===== config.mk =====
export PLATFORM = sky130hd
export DESIGN_NAME = demux_filas_matriz_c_flat
export DESIGN_NICKNAME = d
export VERILOG_FILES = /design/src/rtl/demux_filas_matriz_c_if.sv /design/src/rtl/demux_filas_matriz_c.sv /design/src/flat_wrapper.sv
export SDC_FILE = /design/constraint.sdc
export NUM_CORES = 1
export LEC_CHECK = 0
export CELL_PAD_IN_SITES_DETAIL_PLACEMENT = 0
export CELL_PAD_IN_SITES_GLOBAL_PLACEMENT = 1
export CORE_MARGIN = 10
export CORE_UTILIZATION = 35
export CTS_CLUSTER_DIAMETER = 200
export DETAILED_ROUTE_END_ITERATION = 7
export GPL_TIMING_DRIVEN = 0
export PLACE_DENSITY_LB_ADDON = 0.1
export SETUP_SLACK_MARGIN = 0.3
export SLEW_MARGIN = 40
export SYNTH_ARGS = -nofsm -noshare
export SYNTH_HDL_FRONTEND = slang
export SYNTH_SLANG_ARGS = --single-unit

===== constraint.sdc =====
create_clock -name clk -period 1.8 [get_ports clk]
set_clock_uncertainty 0.1 [all_clocks]
set_input_delay 0.27 -clock clk [delete_from_list [all_inputs] [get_ports clk]]
set_output_delay 0.27 -clock clk [all_outputs]
set_load 0.01 [all_outputs]

===== src/rtl/demux_filas_matriz_c_if.sv =====
// demux_filas_matriz_c_if: row handshake and element bus from the producer into the C-matrix collector
interface demux_filas_matriz_c_if #(parameter int Width = 8);
  logic in_valid;
  logic in_ready;
  logic [1:0] row_idx;
  logic signed [Width-1:0] inx1real, inx1imag, inx2real, inx2imag;
  logic signed [Width-1:0] inx3real, inx3imag, inx4real, inx4imag;
  modport master (
    output in_valid, row_idx, inx1real, inx1imag, inx2real, inx2imag,
           inx3real, inx3imag, inx4real, inx4imag,
    input  in_ready
  );
  modport slave (
    input  in_valid, row_idx, inx1real, inx1imag, inx2real, inx2imag,
           inx3real, inx3imag, inx4real, inx4imag,
    output in_ready
  );
endinterface


===== src/rtl/demux_filas_matriz_c.sv =====
// demux_filas_matriz_c: collects four complex result rows into the 4x4 C bank (ROW_INDEX_CHECK_EN enables row-tag check)
module demux_filas_matriz_c #(
  parameter int Width = 8
) (
  input  logic clk,
  input  logic rst_n,
  input  logic start,
  demux_filas_matriz_c_if.slave row,
  output logic signed [Width-1:0] out11real, out11imag, out12real, out12imag,
  output logic signed [Width-1:0] out13real, out13imag, out14real, out14imag,
  output logic signed [Width-1:0] out21real, out21imag, out22real, out22imag,
  output logic signed [Width-1:0] out23real, out23imag, out24real, out24imag,
  output logic signed [Width-1:0] out31real, out31imag, out32real, out32imag,
  output logic signed [Width-1:0] out33real, out33imag, out34real, out34imag,
  output logic signed [Width-1:0] out41real, out41imag, out42real, out42imag,
  output logic signed [Width-1:0] out43real, out43imag, out44real, out44imag,
  output logic [1:0] row_cnt,
  output logic busy,
  output logic matrix_valid,
  output logic done,
  output logic err
);
  localparam logic [1:0] IDLE = 2'd0;
  localparam logic [1:0] FILL = 2'd1;
  localparam logic [1:0] FULL = 2'd2;
  logic [1:0] state;
  logic signed [Width-1:0] c_re [4][4];
  logic signed [Width-1:0] c_im [4][4];
  logic idx_ok;
`ifdef ROW_INDEX_CHECK_EN
  assign idx_ok = row.row_idx == row_cnt;
`else
  assign idx_ok = 1'b1;
`endif
  assign row.in_ready  = state == FILL;
  assign busy          = state == FILL;
  assign matrix_valid  = state == FULL;
  // start clears and arms; accepted rows are copied into the next bank row until the fourth completes the matrix
  always_ff @(posedge clk or negedge rst_n) begin
    if (!rst_n) begin
      state   <= IDLE;
      row_cnt <= 2'd0;
      done    <= 1'b0;
      err     <= 1'b0;
      for (int r = 0; r < 4; r++)
        for (int c = 0; c < 4; c++) begin
          c_re[r][c] <= '0;
          c_im[r][c] <= '0;
        end
    end else begin
      done <= 1'b0;
      if (start) begin
        state   <= FILL;
        row_cnt <= 2'd0;
        err     <= 1'b0;
        for (int r = 0; r < 4; r++)
          for (int c = 0; c < 4; c++) begin
            c_re[r][c] <= '0;
            c_im[r][c] <= '0;
          end
      end else if (state == FILL && row.in_valid) begin
        if (!idx_ok) begin
          err <= 1'b1;
        end else begin
          c_re[row_cnt][0] <= row.inx1real;
          c_im[row_cnt][0] <= row.inx1imag;
          c_re[row_cnt][1] <= row.inx2real;
          c_im[row_cnt][1] <= row.inx2imag;
          c_re[row_cnt][2] <= row.inx3real;
          c_im[row_cnt][2] <= row.inx3imag;
          c_re[row_cnt][3] <= row.inx4real;
          c_im[row_cnt][3] <= row.inx4imag;
          row_cnt <= row_cnt + 2'd1;
          if (row_cnt == 2'd3) begin
            state <= FULL;
            done  <= 1'b1;
          end
        end
      end
    end
  end
  assign out11real = c_re[0][0];
  assign out11imag = c_im[0][0];
  assign out12real = c_re[0][1];
  assign out12imag = c_im[0][1];
  assign out13real = c_re[0][2];
  assign out13imag = c_im[0][2];
  assign out14real = c_re[0][3];
  assign out14imag = c_im[0][3];
  assign out21real = c_re[1][0];
  assign out21imag = c_im[1][0];
  assign out22real = c_re[1][1];
  assign out22imag = c_im[1][1];
  assign out23real = c_re[1][2];
  assign out23imag = c_im[1][2];
  assign out24real = c_re[1][3];
  assign out24imag = c_im[1][3];
  assign out31real = c_re[2][0];
  assign out31imag = c_im[2][0];
  assign out32real = c_re[2][1];
  assign out32imag = c_im[2][1];
  assign out33real = c_re[2][2];
  assign out33imag = c_im[2][2];
  assign out34real = c_re[2][3];
  assign out34imag = c_im[2][3];
  assign out41real = c_re[3][0];
  assign out41imag = c_im[3][0];
  assign out42real = c_re[3][1];
  assign out42imag = c_im[3][1];
  assign out43real = c_re[3][2];
  assign out43imag = c_im[3][2];
  assign out44real = c_re[3][3];
  assign out44imag = c_im[3][3];
endmodule


===== src/flat_wrapper.sv =====
// flat-port wrapper written by rule: the top's interface ports become plain ports
module demux_filas_matriz_c_flat 
#(
  parameter int Width = 8
)
  (clk, rst_n, start, out11real, out11imag, out12real, out12imag, out13real, out13imag, out14real, out14imag, out21real, out21imag, out22real, out22imag, out23real, out23imag, out24real, out24imag, out31real, out31imag, out32real, out32imag, out33real, out33imag, out34real, out34imag, out41real, out41imag, out42real, out42imag, out43real, out43imag, out44real, out44imag, row_cnt, busy, matrix_valid, done, err, row_in_valid, row_row_idx, row_inx1real, row_inx1imag, row_inx2real, row_inx2imag, row_inx3real, row_inx3imag, row_inx4real, row_inx4imag, row_in_ready);
  demux_filas_matriz_c_if #(.Width(Width)) row_i ();
  input  logic clk;
  input  logic rst_n;
  input  logic start;
  output logic signed [Width-1:0] out11real;
  output logic signed [Width-1:0] out11imag;
  output logic signed [Width-1:0] out12real;
  output logic signed [Width-1:0] out12imag;
  output logic signed [Width-1:0] out13real;
  output logic signed [Width-1:0] out13imag;
  output logic signed [Width-1:0] out14real;
  output logic signed [Width-1:0] out14imag;
  output logic signed [Width-1:0] out21real;
  output logic signed [Width-1:0] out21imag;
  output logic signed [Width-1:0] out22real;
  output logic signed [Width-1:0] out22imag;
  output logic signed [Width-1:0] out23real;
  output logic signed [Width-1:0] out23imag;
  output logic signed [Width-1:0] out24real;
  output logic signed [Width-1:0] out24imag;
  output logic signed [Width-1:0] out31real;
  output logic signed [Width-1:0] out31imag;
  output logic signed [Width-1:0] out32real;
  output logic signed [Width-1:0] out32imag;
  output logic signed [Width-1:0] out33real;
  output logic signed [Width-1:0] out33imag;
  output logic signed [Width-1:0] out34real;
  output logic signed [Width-1:0] out34imag;
  output logic signed [Width-1:0] out41real;
  output logic signed [Width-1:0] out41imag;
  output logic signed [Width-1:0] out42real;
  output logic signed [Width-1:0] out42imag;
  output logic signed [Width-1:0] out43real;
  output logic signed [Width-1:0] out43imag;
  output logic signed [Width-1:0] out44real;
  output logic signed [Width-1:0] out44imag;
  output logic [1:0] row_cnt;
  output logic busy;
  output logic matrix_valid;
  output logic done;
  output logic err;
  input wire logic [$bits(row_i.in_valid)-1:0] row_in_valid;
  input wire logic [$bits(row_i.row_idx)-1:0] row_row_idx;
  input wire logic [$bits(row_i.inx1real)-1:0] row_inx1real;
  input wire logic [$bits(row_i.inx1imag)-1:0] row_inx1imag;
  input wire logic [$bits(row_i.inx2real)-1:0] row_inx2real;
  input wire logic [$bits(row_i.inx2imag)-1:0] row_inx2imag;
  input wire logic [$bits(row_i.inx3real)-1:0] row_inx3real;
  input wire logic [$bits(row_i.inx3imag)-1:0] row_inx3imag;
  input wire logic [$bits(row_i.inx4real)-1:0] row_inx4real;
  input wire logic [$bits(row_i.inx4imag)-1:0] row_inx4imag;
  output wire logic [$bits(row_i.in_ready)-1:0] row_in_ready;
  assign row_i.in_valid = row_in_valid;
  assign row_i.row_idx = row_row_idx;
  assign row_i.inx1real = row_inx1real;
  assign row_i.inx1imag = row_inx1imag;
  assign row_i.inx2real = row_inx2real;
  assign row_i.inx2imag = row_inx2imag;
  assign row_i.inx3real = row_inx3real;
  assign row_i.inx3imag = row_inx3imag;
  assign row_i.inx4real = row_inx4real;
  assign row_i.inx4imag = row_inx4imag;
  assign row_in_ready = row_i.in_ready;
  demux_filas_matriz_c #(.Width(Width)) u_core (.clk(clk), .rst_n(rst_n), .start(start), .row(row_i), .out11real(out11real), .out11imag(out11imag), .out12real(out12real), .out12imag(out12imag), .out13real(out13real), .out13imag(out13imag), .out14real(out14real), .out14imag(out14imag), .out21real(out21real), .out21imag(out21imag), .out22real(out22real), .out22imag(out22imag), .out23real(out23real), .out23imag(out23imag), .out24real(out24real), .out24imag(out24imag), .out31real(out31real), .out31imag(out31imag), .out32real(out32real), .out32imag(out32imag), .out33real(out33real), .out33imag(out33imag), .out34real(out34real), .out34imag(out34imag), .out41real(out41real), .out41imag(out41imag), .out42real(out42real), .out42imag(out42imag), .out43real(out43real), .out43imag(out43imag), .out44real(out44real), .out44imag(out44imag), .row_cnt(row_cnt), .busy(busy), .matrix_valid(matrix_valid), .done(done), .err(err));
endmodule

======== Word-level counts from Yosys, hierarchy flattened ========
Cells that the tools add are included.
cells by class
  $add $sub $neg .......................... 1
  order comparisons ....................... 2
  equal/unequal tests ..................... 3
  multiplexer cells ....................... 28
  bitwise operators ....................... 1
  reductions and logical operators ........ 5
operators with widths
  operator               number
  $bwmux W128            8
  $mux W128              4
  $demux W32 S2          4
  $mux W32               1
  $mux W24               1
  $mux W16               1
  $mux W2                5
  $mux W8                1
  $eq A2 B2 Y1 const B   2
  $reduce_bool A2 Y1     2
  $ge A3 B3 Y1 const B   1
  $lt A3 B1 Y1 const B   1
  $mux W1                3
  $not A2 Y3             1
  $add A2 B1 Y2 const B  1
  $eq A2 B1 Y1 const B   1
  $logic_and A1 B1 Y1    2
  $reduce_and A2 Y1      1
word-level totals
  bits in registers ....................... 261

======== Longest topological paths before layout ========
  word-level depth ........................ 11
  mapped depth ............................ 6
  gate-level depth less buffers ........... 4

======== Worst setup path before layout ========
Ideal clock, no wire load.
  path kind ............................... register to register
  start ................................... register u_core.row_cnt[0]
  end ..................................... register u_core.c_im (netlist bit u_core.out31imag[5])
  arrival time ............................ 1.408 ns
  setup slack ............................. 0.212 ns
  stages on the path, launching flop included .. 7
  period minus slack after synthesis ...... 1.588 ns
  path through ............................ dfrtp_1 inv_1 ha_1 and4b_1 buf_6 buf_6 mux2i_1
between the ends
  word-level cells in the longest chain between the ends .. 11
  elaborated cells on any way between the ends .. 15
RTL lines
  what                                                                       line                        source
  from (decl)                                                                demux_filas_matriz_c.sv:17  output logic [1:0] row_cnt,
  from (signal assigned)                                                     demux_filas_matriz_c.sv:73  row_cnt <= row_cnt + 2'd1;
  $not A2 Y3 (not written as such) *                                         n/a
  $ge A3 B3 Y1 (not written as such) / $lt A3 B1 Y1 (equally long branches)  demux_filas_matriz_c.sv:66  c_im[row_cnt][0] <= row.inx1imag;
  $logic_and A1 B1 Y1 (not written as such)                                  demux_filas_matriz_c.sv:66
  $mux W32 (not written as such)                                             demux_filas_matriz_c.sv:66
  $demux W32 S2                                                              demux_filas_matriz_c.sv:66
  $bwmux W128                                                                demux_filas_matriz_c.sv:66
  $bwmux W128                                                                demux_filas_matriz_c.sv:68  c_im[row_cnt][1] <= row.inx2imag;
  $bwmux W128                                                                demux_filas_matriz_c.sv:70  c_im[row_cnt][2] <= row.inx3imag;
  $bwmux W128 *                                                              demux_filas_matriz_c.sv:72  c_im[row_cnt][3] <= row.inx4imag;
  $mux W128 *                                                                demux_filas_matriz_c.sv:61  end else if (state == FILL && row.in_valid) begin
  $mux W128 *                                                                demux_filas_matriz_c.sv:52  if (start) begin
  to (signal, indexed assignment)                                            demux_filas_matriz_c.sv:66
  to (signal, indexed assignment)                                            demux_filas_matriz_c.sv:70
  to (signal, indexed assignment)                                            demux_filas_matriz_c.sv:72
  to (decl)                                                                  demux_filas_matriz_c.sv:28  logic signed [Width-1:0] c_im [4][4];
Every way passes the cells marked *; elsewhere a longest branch is shown, timed or not. The select of a mux whose other input is x is not followed.
A chain may end at the register's enable or synchronous reset.

======== Final worst setup path ========
  start ................................... register u_core.state[0]
  end ..................................... output port row_in_ready
between the ends
  word-level cells in the longest chain between the ends .. 1
RTL lines
  what                    line                        source
  from (decl)             demux_filas_matriz_c.sv:26  logic [1:0] state;
  from (signal assigned)  demux_filas_matriz_c.sv:41  state <= IDLE;
  from (signal assigned)  demux_filas_matriz_c.sv:53  state <= FILL;
  from (signal assigned)  demux_filas_matriz_c.sv:75  state <= FULL;
  $eq A2 B1 Y1            demux_filas_matriz_c.sv:35  assign row.in_ready = state == FILL;
  to (decl)               flat_wrapper.sv:58          output wire logic [$bits(row_i.in_ready)-1:0] row_in_ready;
Every way passes these cells.

==> reports/summary.json <==
{
  "mappedNetlistArea": {"value": 11800, "unit": "um2"},
  "worst-r2r-cell-count": {"value": 6},
  "relSlewSlack": {"value": 58.8, "unit": "%"},
  "clk_transition_reported_paths": {"value": 60, "unit": "ps"},
  "post-synth-top-count-cell": {"value": "sky130_fd_sc_hd__nand2b_1"},
  "startpoint_type": {"value": "flop"},
  "cp.required": {"value": 1430, "unit": "ps"},
  "report.final.setup_viol": {"value": 0},
  "fraction_of_final_layout_cells_with_drive_strength_greater_than_1": {"value": 31.2, "unit": "%"},
  "ys.flop_type": {"value": "sky130_fd_sc_hd__dfrtp_1"},
  "cell_area_after_layout": {"value": 16700, "unit": "um2"},
  "total_power": {"value": 14400, "unit": "uW"},
  "drt_pass1_iterations": {"value": 4},
  "worst_skew_pair.late_latency": {"value": 540, "unit": "ps"},
  "gp_routability_congestion": {"value": 0.753},
  "boundaryPins": {"value": 333},
  "wire_per_inst": {"value": 22.6, "unit": "um"},
  "critical_path_arrival": {"value": 1410, "unit": "ps"},
  "layout_setup_ws": {"value": 18.9, "unit": "ps"},
  "grt_max_degree": {"value": 69},
  "critical_path.reg2reg.startpoint": {"value": "u_core.state[1]"},
  "yosys-top-cells-area": {"value": "sky130_fd_sc_hd__dfrtp_1, sky130_fd_sc_hd__mux2i_1, sky130_fd_sc_hd__nand2b_1"},
  "yosys.cell_types.count": {"value": 20},
  "max_clock_freq": {"value": 561, "unit": "MHz"},
  "htree_num_levels": {"value": 1},
  "routed_via_density": {"value": 4.59},
  "pre_cts_worst_setup_slack": {"value": -126, "unit": "ps"},
  "worst_hold_path_type": {"value": "in -> async"},
  "timing.final.crit_period": {"value": 1780, "unit": "ps"},
  "synth-seq-area-share": {"value": 55.3, "unit": "%"},
  "cts_root_buf": {"value": "sky130_fd_sc_hd__clkbuf_16"},
  "cells_along_the_critical_path": {"value": "buf_6 -> nor2b_4 -> buf_6 -> buf_6"},
  "grt_remaining_overflow": {"value": 0},
  "rsz0062_at_grt": {"value": "yes"},
  "drt_iter0_markers": {"value": 323},
  "start_to_end_type_of_the_worst_setup_path": {"value": "reg -> out"},
  "failed_checks": {"value": "negative hold slack"},
  "placedCellCount": {"value": 1716},
  "pwr_density_cell": {"value": 858, "unit": "nW/um2"},
  "total_leakage_power": {"value": 0.00902, "unit": "uW"},
  "final_cell_count_no_fill": {"value": 1832},
  "synthArstFlopShare": {"value": 100, "unit": "%"},
  "irDropWorstVdd": {"value": 0.000723, "unit": "V"},
  "syn-instance-count": {"value": 937},
  "clk_buf_depth": {"value": 3},
  "critPathCaptureType": {"value": "output port"},
  "synth_warnings": {"value": 0},
  "layout.filler_cells": {"value": 3103},
  "ys_top_cells_by_count": {"value": "sky130_fd_sc_hd__nand2b_1, sky130_fd_sc_hd__dfrtp_1, sky130_fd_sc_hd__mux2i_1"},
  "tritoncts": {"value": "done"},
  "design.final.nets": {"value": 1437},
  "synth_largest_type_area_fraction": {"value": 55.3, "unit": "%"},
  "ant_nets": {"value": 0},
  "port-buffer-count": {"value": 327},
  "chip_width": {"value": 204, "unit": "um"},
  "number_of_synthesized_flops_with_an_enable_pin": {"value": 0},
  "initial_core_util": {"value": 35.3, "unit": "%"},
  "die_h": {"value": 204, "unit": "um"},
  "gr-usage-all-layers": {"value": 18.6, "unit": "%"},
  "post-route-drc-count": {"value": 0},
  "regToRegEndpoint": {"value": "u_core.out33imag[2]"},
  "fp.dieArea": {"value": 41500, "unit": "um2"},
  "slowest_library_cell_on_the_worst_path": {"value": "sky130_fd_sc_hd__dfrtp_1"},
  "synth.net_count": {"value": 1011},
  "grt_first_pass_wirelength": {"value": 59.7, "unit": "mm"},
  "placedInstanceArea": {"value": 15800, "unit": "um2"},
  "number_of_flip_flops_and_latches_in_the_synthesized_netlist": {"value": 261},
  "avgSynthCellArea": {"value": 12.6, "unit": "um2"},
  "finalHoldViolations": {"value": 173},
  "post-route-util": {"value": 50.0, "unit": "%"},
  "yosys.area.top_type": {"value": "sky130_fd_sc_hd__dfrtp_1"},
  "critical-path-top-cell-by-count": {"value": "sky130_fd_sc_hd__buf_6"},
  "first_global_vias": {"value": 9014},
  "cts_sinks": {"value": 261},
  "detailed_place_hpwl": {"value": 28.5, "unit": "mm"},
  "max_slew.worst_pin.slew": {"value": 618, "unit": "ps"},
  "report.final.slew_viol_count": {"value": 0},
  "cts-buffers-inserted": {"value": 30},
  "outcome": {"value": "complete, but fails checks"},
  "vias": {"value": 8416},
  "antenna_found_initial": {"value": 4},
  "placementRows": {"value": 67},
  "core_region_area": {"value": 33400, "unit": "um2"},
  "drt_wl_total": {"value": 41.4, "unit": "mm"},
  "layout-area-overhead-vs-synth": {"value": 41.8, "unit": "%"},
  "worst_hold_slack": {"value": -458, "unit": "ps"},
  "worst-r2r-setup-slack": {"value": 120, "unit": "ps"},
  "timing.final.crit_share": {"value": 99.0, "unit": "%"},
  "critPathMaxStageDelay": {"value": 390, "unit": "ps"},
  "timing.max_cap.violations": {"value": 0},
  "maximum_fanout_along_the_worst_path": {"value": 4}
}
==> layout make-up <==
type	instances	area (um2)	area share, %
inverters	3	11.3	0.0673
plain buffers	72	756	4.52
multi-input cells	601	4850	29.0
repair buffers	394	3070	18.3
clock buffers	47	906	5.41
well taps	448	561	3.35
flip-flops and latches	261	6530	39.0
diodes	2	5.00	0.0299
clock inverters	4	45.0	0.269
==> placed cells by master (no fill, tap or decap), types with 4 or more instances in the layout <==
| cell type | instances |
|---|---|
| sky130_fd_sc_hd__nand2b_1 | 322 |
| sky130_fd_sc_hd__dfrtp_1 | 259 |
| sky130_fd_sc_hd__mux2i_1 | 251 |
| sky130_fd_sc_hd__buf_2 | 188 |
| sky130_fd_sc_hd__clkdlybuf4s50_1 | 64 |
| sky130_fd_sc_hd__buf_6 | 50 |
| sky130_fd_sc_hd__buf_4 | 49 |
| sky130_fd_sc_hd__clkbuf_16 | 45 |
| sky130_fd_sc_hd__clkbuf_1 | 42 |
| sky130_fd_sc_hd__clkbuf_2 | 36 |
| sky130_fd_sc_hd__buf_12 | 28 |
| sky130_fd_sc_hd__clkbuf_8 | 7 |
| sky130_fd_sc_hd__mux2i_2 | 6 |
| sky130_fd_sc_hd__and4b_1 | 4 |
==> worst max path at each step <==
stage	start	end	slack [ps]
2_1_floorplan	u_core.row_cnt[0]	u_core.out31imag[5]	310
3_3_place_gp	rst_n	u_core.row_cnt[0]	-13000
3_5_place_dp	start	u_core.out44real[0]	-130
4_1_cts	u_core.state[0]	row_in_ready	-20
5_1_grt	u_core.state[0]	row_in_ready	-40
6_report	u_core.state[0]	row_in_ready	20
==> metal layers <==
layer  track usage [%]  wire [um]  vias to the layer above
met1              23.8      17700                     4197
met4              3.09        469                        4
li1                  -          -                     3943
met3              6.16       3400                       44
met2              30.5      19700                      228
met5                 0         23                        -
==> critical path: cells and delay by family, from the launching register on <==
kind | cells | cell delay, ps
buffers and inverters | 3 | 340
and+or+nand+nor | 1 | 130
DFF | 1 | 390
==> report_power, final <==
part	leakage [uW]	internal (uW)	switching, uW	total (uW)
registers	0.00359	6110	152	6270
clock network	0.000469	3550	2440	5980
logic	0.00496	1040	1070	2120
total	0.00902	10700	3660	14400
==> kinds of logic (layout without fill, tap and decap cells) <==
family                     count (synthesis)  in the layout  share of synthesized area (%)
adders and majority gates                  4              4                          0.424
DFF                                      261            261                           55.3
AOI/OAI and AO/OA                          2              2                          0.106
and+or+nand+nor                          336            336                           18.1
buffers and inverters                     75            520                           4.13
other                                      1              3                         0.0318
muxes                                    258            258                           21.9
==> repair_timing <==
| action | in CTS | in global routing |
|---|---|---|
| setup endpoints to repair | 495 | 348 |
| pin swaps | 2 | 0 |
| gates resized for setup | 998 | 170 |
| endpoints found under the hold margin | 144 | 53 |
| setup buffers | 14 | 35 |
| gates cloned | 0 | 14 |
==> stage by stage <==
| step | hold slack, ps | TNS, ps |
|---|---|---|
| floorplan | -126 | 0 |
| global placement | 426 | -3109030 |
| detailed placement | 127 | -4740 |
| CTS | -455 | -21.2 |
| global route | -448 | -47.4 |
| finish | -458 | 0 |
Note: power is estimated with default switching activity, not from simulation.
